`config.mk`:
```
export PLATFORM = sky130hd
export DESIGN_NAME = aq_div32_seq
export DESIGN_NICKNAME = d
export VERILOG_FILES = /design/src/rtl/aq_div32_seq.sv
export SDC_FILE = /design/constraint.sdc
export NUM_CORES = 2
export LEC_CHECK = 0
export BUFFER_PORTS_ARGS = -buffer_cell sky130_fd_sc_hd__buf_2
export CAP_MARGIN = 20
export CORE_MARGIN = 3
export CORE_UTILIZATION = 50
export CTS_CLUSTER_DIAMETER = 120
export CTS_CLUSTER_SIZE = 24
export DETAILED_ROUTE_END_ITERATION = 10
export PLACE_DENSITY_LB_ADDON = 0.12
export SLEW_MARGIN = 25
export SYNTH_ARGS = -nofsm -noshare
export SYNTH_HDL_FRONTEND = slang
export SYNTH_SLANG_ARGS = --single-unit
```
`constraint.sdc`:
```
create_clock -name CLK -period 8.14 [get_ports CLK]
set_input_delay 0 -clock CLK [delete_from_list [all_inputs] [get_ports CLK]]
set_output_delay 0 -clock CLK [all_outputs]
set_load 0.02 [all_outputs]
```
`src/rtl/aq_div32_seq.sv`:
```
`default_nettype none
// ============================================================================
//  Module      : aq_div32_seq
//  Description : Request/response sequencer for the fixed-latency, stall-free
//                aq_div32x32 divider pipeline. It accepts operands on a
//                valid/ready handshake and drives the divider from registers.
//                A side pipeline that matches the divider latency carries
//                tag, sign and divide-by-zero flags for each slot. On the
//                divider output it fixes up the quotient and writes it to a
//                first-word-fall-through output FIFO. A credit counter limits
//                in-flight plus buffered results to the FIFO depth, so the
//                FIFO can never overflow.
//  Option      : AQ_DIV_SIGNED_EN - when defined, IN_SIGNED=1 requests are
//                divided as two's-complement numbers. The divider receives
//                magnitudes, and the sign is restored on the way out. When
//                undefined, IN_SIGNED is ignored and no sign logic is built.
//  Ports       : RST_N/CLK            async active-low reset, clock
//                IN_VALID/IN_READY    request handshake
//                IN_DINA/IN_DINB      dividend / divisor
//                IN_SIGNED/IN_TAG     signed-mode flag, user tag
//                DIV_DINA/DIV_DINB    registered operands to the divider
//                DIV_DOUT             quotient magnitude from the divider
//                OUT_VALID/OUT_READY  result handshake (FIFO head)
//                OUT_DATA/OUT_TAG     quotient and matching tag
//                OUT_DIVZ             divisor was zero
//  Revision    : 1.0  initial release
// ============================================================================
module aq_div32_seq #(
   parameter int DIV_LAT    = 33,
   parameter int FIFO_DEPTH = 64,
   parameter int TAG_W      = 4
) (
   input  logic             RST_N,
   input  logic             CLK,
   input  logic             IN_VALID,
   output logic             IN_READY,
   input  logic [31:0]      IN_DINA,
   input  logic [31:0]      IN_DINB,
   input  logic             IN_SIGNED,
   input  logic [TAG_W-1:0] IN_TAG,
   output logic [31:0]      DIV_DINA,
   output logic [31:0]      DIV_DINB,
   input  logic [31:0]      DIV_DOUT,
   output logic             OUT_VALID,
   input  logic             OUT_READY,
   output logic [31:0]      OUT_DATA,
   output logic [TAG_W-1:0] OUT_TAG,
   output logic             OUT_DIVZ
);

   localparam int c_ptr_w = $clog2(FIFO_DEPTH);
   localparam int c_cnt_w = $clog2(FIFO_DEPTH + 1);
   localparam int c_ent_w = 32 + TAG_W + 1;
   localparam logic [c_cnt_w-1:0] c_depth = FIFO_DEPTH[c_cnt_w-1:0];

   // ------------------------------------------------------------------------
   // Parameter sanity. The FIFO must absorb a full pipeline of results plus
   // the registered-ready slack, otherwise back-to-back issue would stall.
   // ------------------------------------------------------------------------
   generate
      if (FIFO_DEPTH < DIV_LAT + 2) begin : g_depth_too_small
         $error("aq_div32_seq: FIFO_DEPTH must be >= DIV_LAT+2");
      end
      if ((FIFO_DEPTH & (FIFO_DEPTH - 1)) != 0) begin : g_depth_not_pow2
         $error("aq_div32_seq: FIFO_DEPTH must be a power of two");
      end
   endgenerate

   // ------------------------------------------------------------------------
   // Handshakes and credit count
   // ------------------------------------------------------------------------
   logic               w_accept;
   logic               w_pop;
   logic               w_wr;
   logic               r_in_ready;
   logic [c_cnt_w-1:0] r_cnt;
   logic [c_cnt_w-1:0] w_cnt_next;

   assign w_accept = IN_VALID & r_in_ready;
   assign w_pop    = OUT_VALID & OUT_READY;
   assign IN_READY = r_in_ready;

   // r_cnt counts requests accepted but not yet popped, so it covers both
   // in-flight slots and buffered FIFO entries.
   always_comb begin
      w_cnt_next = r_cnt;
      if (w_accept && !w_pop) begin
         w_cnt_next = r_cnt + 1'b1;
      end else if (!w_accept && w_pop) begin
         w_cnt_next = r_cnt - 1'b1;
      end
   end

   // Ready is registered from the next count, so a request accepted on this
   // edge is already reflected in the ready value for the next cycle.
   always_ff @(posedge CLK or negedge RST_N) begin
      if (!RST_N) begin
         r_cnt      <= '0;
         r_in_ready <= 1'b0;
      end else begin
         r_cnt      <= w_cnt_next;
         r_in_ready <= (w_cnt_next < c_depth);
      end
   end

   // ------------------------------------------------------------------------
   // Operand conditioning
   // ------------------------------------------------------------------------
   logic [31:0] w_opa;
   logic [31:0] w_opb;
   logic        w_neg;
   logic        w_divz;

   assign w_divz = (IN_DINB == 32'd0);

`ifdef AQ_DIV_SIGNED_EN
   logic w_sign_a;
   logic w_sign_b;

   assign w_sign_a = IN_SIGNED & IN_DINA[31];
   assign w_sign_b = IN_SIGNED & IN_DINB[31];
   // Negating 32'h80000000 yields itself, which is the correct unsigned
   // magnitude, so the most-negative operand needs no special case.
   assign w_opa    = w_sign_a ? (32'd0 - IN_DINA) : IN_DINA;
   assign w_opb    = w_sign_b ? (32'd0 - IN_DINB) : IN_DINB;
   // A zero divisor always returns all-ones, so the sign is suppressed.
   assign w_neg    = (w_sign_a ^ w_sign_b) & ~w_divz;
`else
   logic unused_in_signed;

   assign unused_in_signed = IN_SIGNED;
   assign w_opa            = IN_DINA;
   assign w_opb            = IN_DINB;
   assign w_neg            = 1'b0;
`endif

   // ------------------------------------------------------------------------
   // Divider operand registers: load on accept, otherwise hold
   // ------------------------------------------------------------------------
   logic [31:0] r_div_dina;
   logic [31:0] r_div_dinb;

   always_ff @(posedge CLK or negedge RST_N) begin
      if (!RST_N) begin
         r_div_dina <= '0;
         r_div_dinb <= '0;
      end else if (w_accept) begin
         r_div_dina <= w_opa;
         r_div_dinb <= w_opb;
      end
   end

   assign DIV_DINA = r_div_dina;
   assign DIV_DINB = r_div_dinb;

   // ------------------------------------------------------------------------
   // Side pipeline. Stage 0 loads on the accept edge, alongside the operand
   // registers. The last stage (index DIV_LAT) lines up with DIV_DOUT, so the
   // divider output and its flags are valid in the same cycle.
   // ------------------------------------------------------------------------
   logic             r_sv    [0:DIV_LAT];
   logic [TAG_W-1:0] r_stag  [0:DIV_LAT];
   logic             r_sneg  [0:DIV_LAT];
   logic             r_sdivz [0:DIV_LAT];

   always_ff @(posedge CLK or negedge RST_N) begin
      if (!RST_N) begin
         for (int i = 0; i <= DIV_LAT; i++) begin
            r_sv[i]    <= 1'b0;
            r_stag[i]  <= '0;
            r_sneg[i]  <= 1'b0;
            r_sdivz[i] <= 1'b0;
         end
      end else begin
         r_sv[0]    <= w_accept;
         r_stag[0]  <= IN_TAG;
         r_sneg[0]  <= w_neg;
         r_sdivz[0] <= w_divz;
         for (int i = 1; i <= DIV_LAT; i++) begin
            r_sv[i]    <= r_sv[i-1];
            r_stag[i]  <= r_stag[i-1];
            r_sneg[i]  <= r_sneg[i-1];
            r_sdivz[i] <= r_sdivz[i-1];
         end
      end
   end

   // ------------------------------------------------------------------------
   // Quotient fixup
   // ------------------------------------------------------------------------
   logic [31:0]        w_fix_data;
   logic [c_ent_w-1:0] w_wr_entry;

   assign w_wr       = r_sv[DIV_LAT];
   assign w_fix_data = r_sdivz[DIV_LAT] ? 32'hFFFF_FFFF :
                       r_sneg[DIV_LAT]  ? (32'd0 - DIV_DOUT) : DIV_DOUT;
   assign w_wr_entry = {r_sdivz[DIV_LAT], r_stag[DIV_LAT], w_fix_data};

   // ------------------------------------------------------------------------
   // Output FIFO, first-word-fall-through. Storage needs no reset. Every read
   // is qualified by r_fill, which is reset.
   // ------------------------------------------------------------------------
   logic [c_ent_w-1:0] r_mem [0:FIFO_DEPTH-1];
   logic [c_ptr_w-1:0] r_wr_ptr;
   logic [c_ptr_w-1:0] r_rd_ptr;
   logic [c_cnt_w-1:0] r_fill;
   logic [c_ent_w-1:0] w_head;

   always_ff @(posedge CLK) begin
      if (w_wr) begin
         r_mem[r_wr_ptr] <= w_wr_entry;
      end
   end

   // Pointers are exactly log2(depth) bits wide, so they wrap naturally.
   always_ff @(posedge CLK or negedge RST_N) begin
      if (!RST_N) begin
         r_wr_ptr <= '0;
         r_rd_ptr <= '0;
         r_fill   <= '0;
      end else begin
         if (w_wr) begin
            r_wr_ptr <= r_wr_ptr + 1'b1;
         end
         if (w_pop) begin
            r_rd_ptr <= r_rd_ptr + 1'b1;
         end
         if (w_wr && !w_pop) begin
            r_fill <= r_fill + 1'b1;
         end else if (!w_wr && w_pop) begin
            r_fill <= r_fill - 1'b1;
         end
      end
   end

   assign OUT_VALID = (r_fill != '0);
   assign w_head    = r_mem[r_rd_ptr];
   // Outputs read zero while the FIFO is empty. This also gives the
   // zero-after-reset values without resetting the storage array.
   assign {OUT_DIVZ, OUT_TAG, OUT_DATA} = OUT_VALID ? w_head : '0;

`ifndef SYNTHESIS
   // The credit limit makes this unreachable. It guards against a change
   // that breaks the relationship between r_cnt and r_fill.
   always_ff @(posedge CLK) begin
      if (RST_N) begin
         assert (!(w_wr && (r_fill == c_depth)))
            else $error("aq_div32_seq: output FIFO written while full");
      end
   end
`endif

endmodule
`default_nettype wire

```
# Word-level counts from Yosys, hierarchy flattened
# Memories as Yosys holds them, arrays and structs flattened.
# Index checks and enable logic that the tools add are counted.
# totals
mem_bits_rw	2368
mem_count	1
in_bits	105
reg_bits	295
# mem_list
name	depth	width	rd	rd_clocked_by_memory_dff	wr	line	rtl
r_mem	64	37	1	0	1	203	logic [c_ent_w-1:0] r_mem [0:FIFO_DEPTH-1];
# classes
magnitude_cmp	1
n_reduce_logical	10
n_bitwise	2
addsub	6
muxes	8
# op_table
operator	count
37-bit 2-to-1 mux	1
32-bit zero test	1
32-bit 2-to-1 mux	1
7-bit 2-to-1 mux	4
7-bit by 1-bit adder with 7-bit output, second input constant	2
7-bit by 1-bit subtractor with 7-bit output, second input constant	2
6-bit by 1-bit adder with 6-bit output, second input constant	2
7-bit less-than comparator, second input constant	1
7-bit nonzero test	1
1-bit logical AND	4
1-bit zero test	3
1-bit AND	2
1-bit 2-to-1 mux	2
2-bit nonzero test	1

# Longest topological paths before layout
# logic_depth
depth_word	6
depth_mapped	12

# Worst setup path after synthesis
# No wires, ideal clock.
# synth_timing
path_kind	register -> register
start	register r_wr_ptr[3]
end	memory r_mem[34][0] (netlist name) (enable)
slack_ns	4.951
arrival_time_ns	2.758
path_buffers	2
stages_incl_launch_ff	5
cell_sequence	dfrtp_1 -> clkbuf_1 -> or3b_2 -> clkbuf_1 -> nor2_1
# synth_lines
element	line	rtl
from (decl)	204	logic [c_ptr_w-1:0] r_wr_ptr;
from (signal assigned)	223	r_wr_ptr <= r_wr_ptr + 1'b1;
to (decl)	203	
# No word-level cell before the write port.

# Worst setup path after layout
# layout_timing
start	register r_rd_ptr[0]
end	output port OUT_DATA[29]
# layout_via
elab_chain_cells	2
# layout_rtl
element	line	rtl
from (decl)	205	logic [c_ptr_w-1:0] r_rd_ptr;
from (signal assigned)	226	r_rd_ptr <= r_rd_ptr + 1'b1;
memory read 64 x 37 bit	--	
37-bit 2-to-1 mux	240	assign {OUT_DIVZ, OUT_TAG, OUT_DATA} = OUT_VALID ? w_head : '0;
to (decl)	46	output logic [31:0] OUT_DATA,
# No other way between the ends.

==> summary.md <==
| Metric | Value |
|---|---|
| H-tree depth | `3` |
| Outcome | `complete, no violations` |
| Count of state elements after synthesis | `~2,700` |
| Syn avg cell area | `22.1 um2` |
| Rows | `163` |
| Period minus WS final | `5.12 ns` |
| Fmax | `0.195 GHz` |
| CTS clock-pin slew for the worst setup and hold paths | `0.09 ns` |
| Mux contribution to synthesized area | `between 10 and 15%` |
| Root buffer cell | `clkbuf_16` |
| Synth Area in Compound Gates | `~3.3%` |
| Synth Instances | `around 4,500` |
| Worst vdd ir | `between 0.0002 and 0.0003 V` |
| RSZ-0062 raised after global routing | `no` |
| Wire length on met2 | `~130,000 um` |
| Clk sink count | `2,663` |
| M1 WL | `111,000 um` |
| # resized after CTS | `0` |
| Highest metal layer with signal wires | `met5` |
| Register Area | `between 70,000 and 80,000 um2` |
| Initial antenna violation count | `17` |
| Pwr Density | `just over 300 nW/um2` |
| Per-cell routed wire length | `~36 um` |
| First-pass GRT wire length | `around 380,000 um` |
| Final setup vio count | `0` |
| Skew final | `between 0.04 and 0.05 ns` |
| XOR/XNOR Fraction of Synth Area | `less than 1%` |
| Tightest Hold Check Type | `in2reg` |
| Post-synth top area share | `roughly 72%` |
| First-pass DRT Iterations | `6` |
| Routed Antenna Nets | `0` |
| Crit Path Class | `reg2out` |
| Gr ovfl total | `0` |
| Area contributors post-synth | `edfxtp_1 72%, mux4_2 11%, dfrtp_1 7.4%, mux2i_1 2.8%, mux2_2 0.80%` |
| Fillers | `about 15,000` |
| Die ar. | `~200,000 um2` |
| Total Routing Usage GR | `26.7%` |
| Postcts setup bufs | `0` |
| Seq/Total Area, Yosys | `between 70% and 80%` |
| Placement Setup Slack | `about 3.8 ns` |
| Final Max Tran Viols | `0` |
| TritonCTS clock tree | `yes` |
| Main combinational cell family by area after synthesis | `multiplexers` |
| DR WL met3 | `around 22,000 um` |
| Chip height | `between 400 and 500 um` |
| Fraction of layout cells with a size suffix above 1 | `between 20% and 30%` |
| Post-Synth Adder-Cell Area | `less than 1%` |
| DRC Markers | `0` |
| CP Capture Type | `output port` |
| Area Overhead vs Synth | `10.4%` |
| Vias/cell | `6.36` |
| CTS buffer count | `between 100 and 150` |
| Final core utilization | `55.6%` |
| Cell taking the most area after synthesis | `edfxtp_1` |
| Core area | `between 150,000 and 200,000 um2` |
| Number of max-cap violations | `0` |
| Crit path arrival time | `slightly above 5 ns` |
| Worst slew pin tran | `~1.1 ns` |
| FFs w/ async S/R, synth | `between 10% and 20%` |
| Final WS setup | `about 3 ns` |
| Initial DRC Count | `6,077` |
| Crit path launch type | `register` |
| Area of the multi-input gates | `between 20,000 and 25,000 um2` |
| Synth cell types | `55` |
| Starting density of the core | `between 50% and 60%` |
| Vias in the first global route | `48,700` |
| Slew HR | `between 20% and 30%` |
| Die Wd | `about 450 um` |
| Worst EP required | `roughly 8.1 ns` |
| Tcrit/Tclk final | `between 60% and 70%` |
| Syn Nets | `about 4,600` |
| Final Hold Viols | `0` |
| Yosys warns | `0` |
| Post-Route WL | `approximately 270,000 um` |
| Most used DFF post-synth | `edfxtp_1` |
| Synthesized area | `about 99,000 um2` |
| Nets | `just over 5,000` |
| Port bufs | `between 200 and 250` |
| Leak | `roughly 35 nW` |
| Largest fanout on the critical path | `38` |
| Number of flops mapped to enable cells by yosys | `2,368` |
| Num ports | `208` |
| Pin count of the biggest net entering global routing | `between 150 and 200` |
| Final Wtd Congestion | `0.776` |
| Setup TNS Final | `0 ns` |
| Bufs on Longest Clock Path | `3` |
| Simple-Gate Fraction of Synth Area | `between 1 and 1.5%` |
| Worst skew pair latency | `a little over 0.8 ns` |
| DP HPWL | `146,000 um` |
| Via count | `around 48,000` |
[placed cells by master, fill, tap and decap left out, drive strengths merged, types with 35 or more instances in the layout]
cell type,count
a211oi,92
a21oi,44
a22o,43
buf,352
clkbuf,172
dfrtp,295
dlygate4sd3,185
edfxtp,2368
mux2,71
mux2i,274
mux4,503
nand2,50
nor2,92
o21ai,50
o221ai,35
o22ai,106
[worst max-delay path, stage by stage, from the launching register on]
cell and delay (ns):
dfrtp_4 0.90, buf_4 0.72, buf_4 0.72, mux4_2 0.38, o22ai_1 0.10, a211oi_1 0.87, a22o_1 0.33, buf_2 0.20
[area by class of cell]
class | count | share of cell area (%)
inverters | 17 | 0.0604
repair buffers | 537 | 3.84
flip-flops and latches | 2663 | 71.6
well taps | 2640 | 3.01
multi-input cells | 1581 | 18.4
clock buffers | 172 | 3.01
clock inverters | 5 | 0.0445
diodes | 12 | 0.0274
[flip-flops by register name, indices dropped and copies added (netlist names), 7 cells and up]
name / cells
r_sdivz: 34
r_cnt: 7
r_mem: 2368
r_sv: 33
r_stag: 136
DIV_DINB: 32
r_fill: 7
DIV_DINA: 32
[final timing paths]
path,from,to,slack (ns),cells after the start
worst max-delay path,r_rd_ptr[0],OUT_DATA[29],3.02,7
worst min-delay path,DIV_DOUT[21],r_mem[14][21],0.03,2
worst max register to register,r_fill[4],r_fill[6],4.00,13
worst min register to register,r_stag[37],r_stag[33],0.33,0
max in group asynchronous,RST_N,r_sv[27],6.85,5
min in group asynchronous,RST_N,r_wr_ptr[5],0.34,4
[per-layer routing]
layer	up-vias	GRT usage, %
li1	19500	-
met1	26400	38.4
met2	2240	42.9
met3	312	4.27
met4	6	7.40
met5	-	0
[power breakdown]
part	switching (mW)	internal, mW
logic	6.38	4.24
registers	0.413	15.4
clock network	4.09	2.83
total	10.9	22.5
[timing repair]
| action | 4_1_cts | 5_1_grt |
|---|---|---|
| hold buffers | 181 | 5 |
| endpoints found under the setup margin | 0 | 0 |
| hold endpoints to repair | 500 | 36 |
[through the flow]
| step | hold slack [ns] | instances | area (um2) | power [mW] |
|---|---|---|---|---|
| after floorplan | -0.296 | 4500 | 99400 | 22.8 |
| after global placement | 0.0702 | 7245 | 104000 | 26.5 |
| after detailed placement | 0.0849 | 7251 | 104000 | 26.6 |
| after CTS | 0.0176 | 7609 | 110000 | 33.5 |
| after global routing | 0.0111 | 7620 | 110000 | 34.5 |
| final | 0.0293 | 7627 | 110000 | 33.3 |
[cells in the mapped netlist (19+ instances only)]
| library cell | number |
|---|---|
| buf_6 | 19 |
| mux4_2 | 503 |
| o21ai_0 | 50 |
| a22o_1 | 43 |
| clkbuf_1 | 115 |
| a211oi_1 | 92 |
| nor2_1 | 92 |
| a21oi_1 | 44 |
| nand2_1 | 50 |
| mux2_2 | 71 |
| o22ai_1 | 106 |
| mux2i_1 | 274 |
| buf_4 | 26 |
| or2_2 | 33 |
| o221ai_1 | 35 |
| a211o_1 | 19 |
| buf_2 | 65 |
| dfrtp_1 | 295 |
| edfxtp_1 | 2368 |
| a22oi_1 | 29 |
[kinds of logic (layout without fill, tap and decap cells)]
kind of cell    Yosys count  count (layout)
flops                  2663            2663
mux                     848             848
compound gates          464             464
buf+inv                 256             731
simple gates            241             241
fa+ha+maj                14              14
xor+xnor                 14              14
other cells               0              12
(Power assumes the default switching activity.)
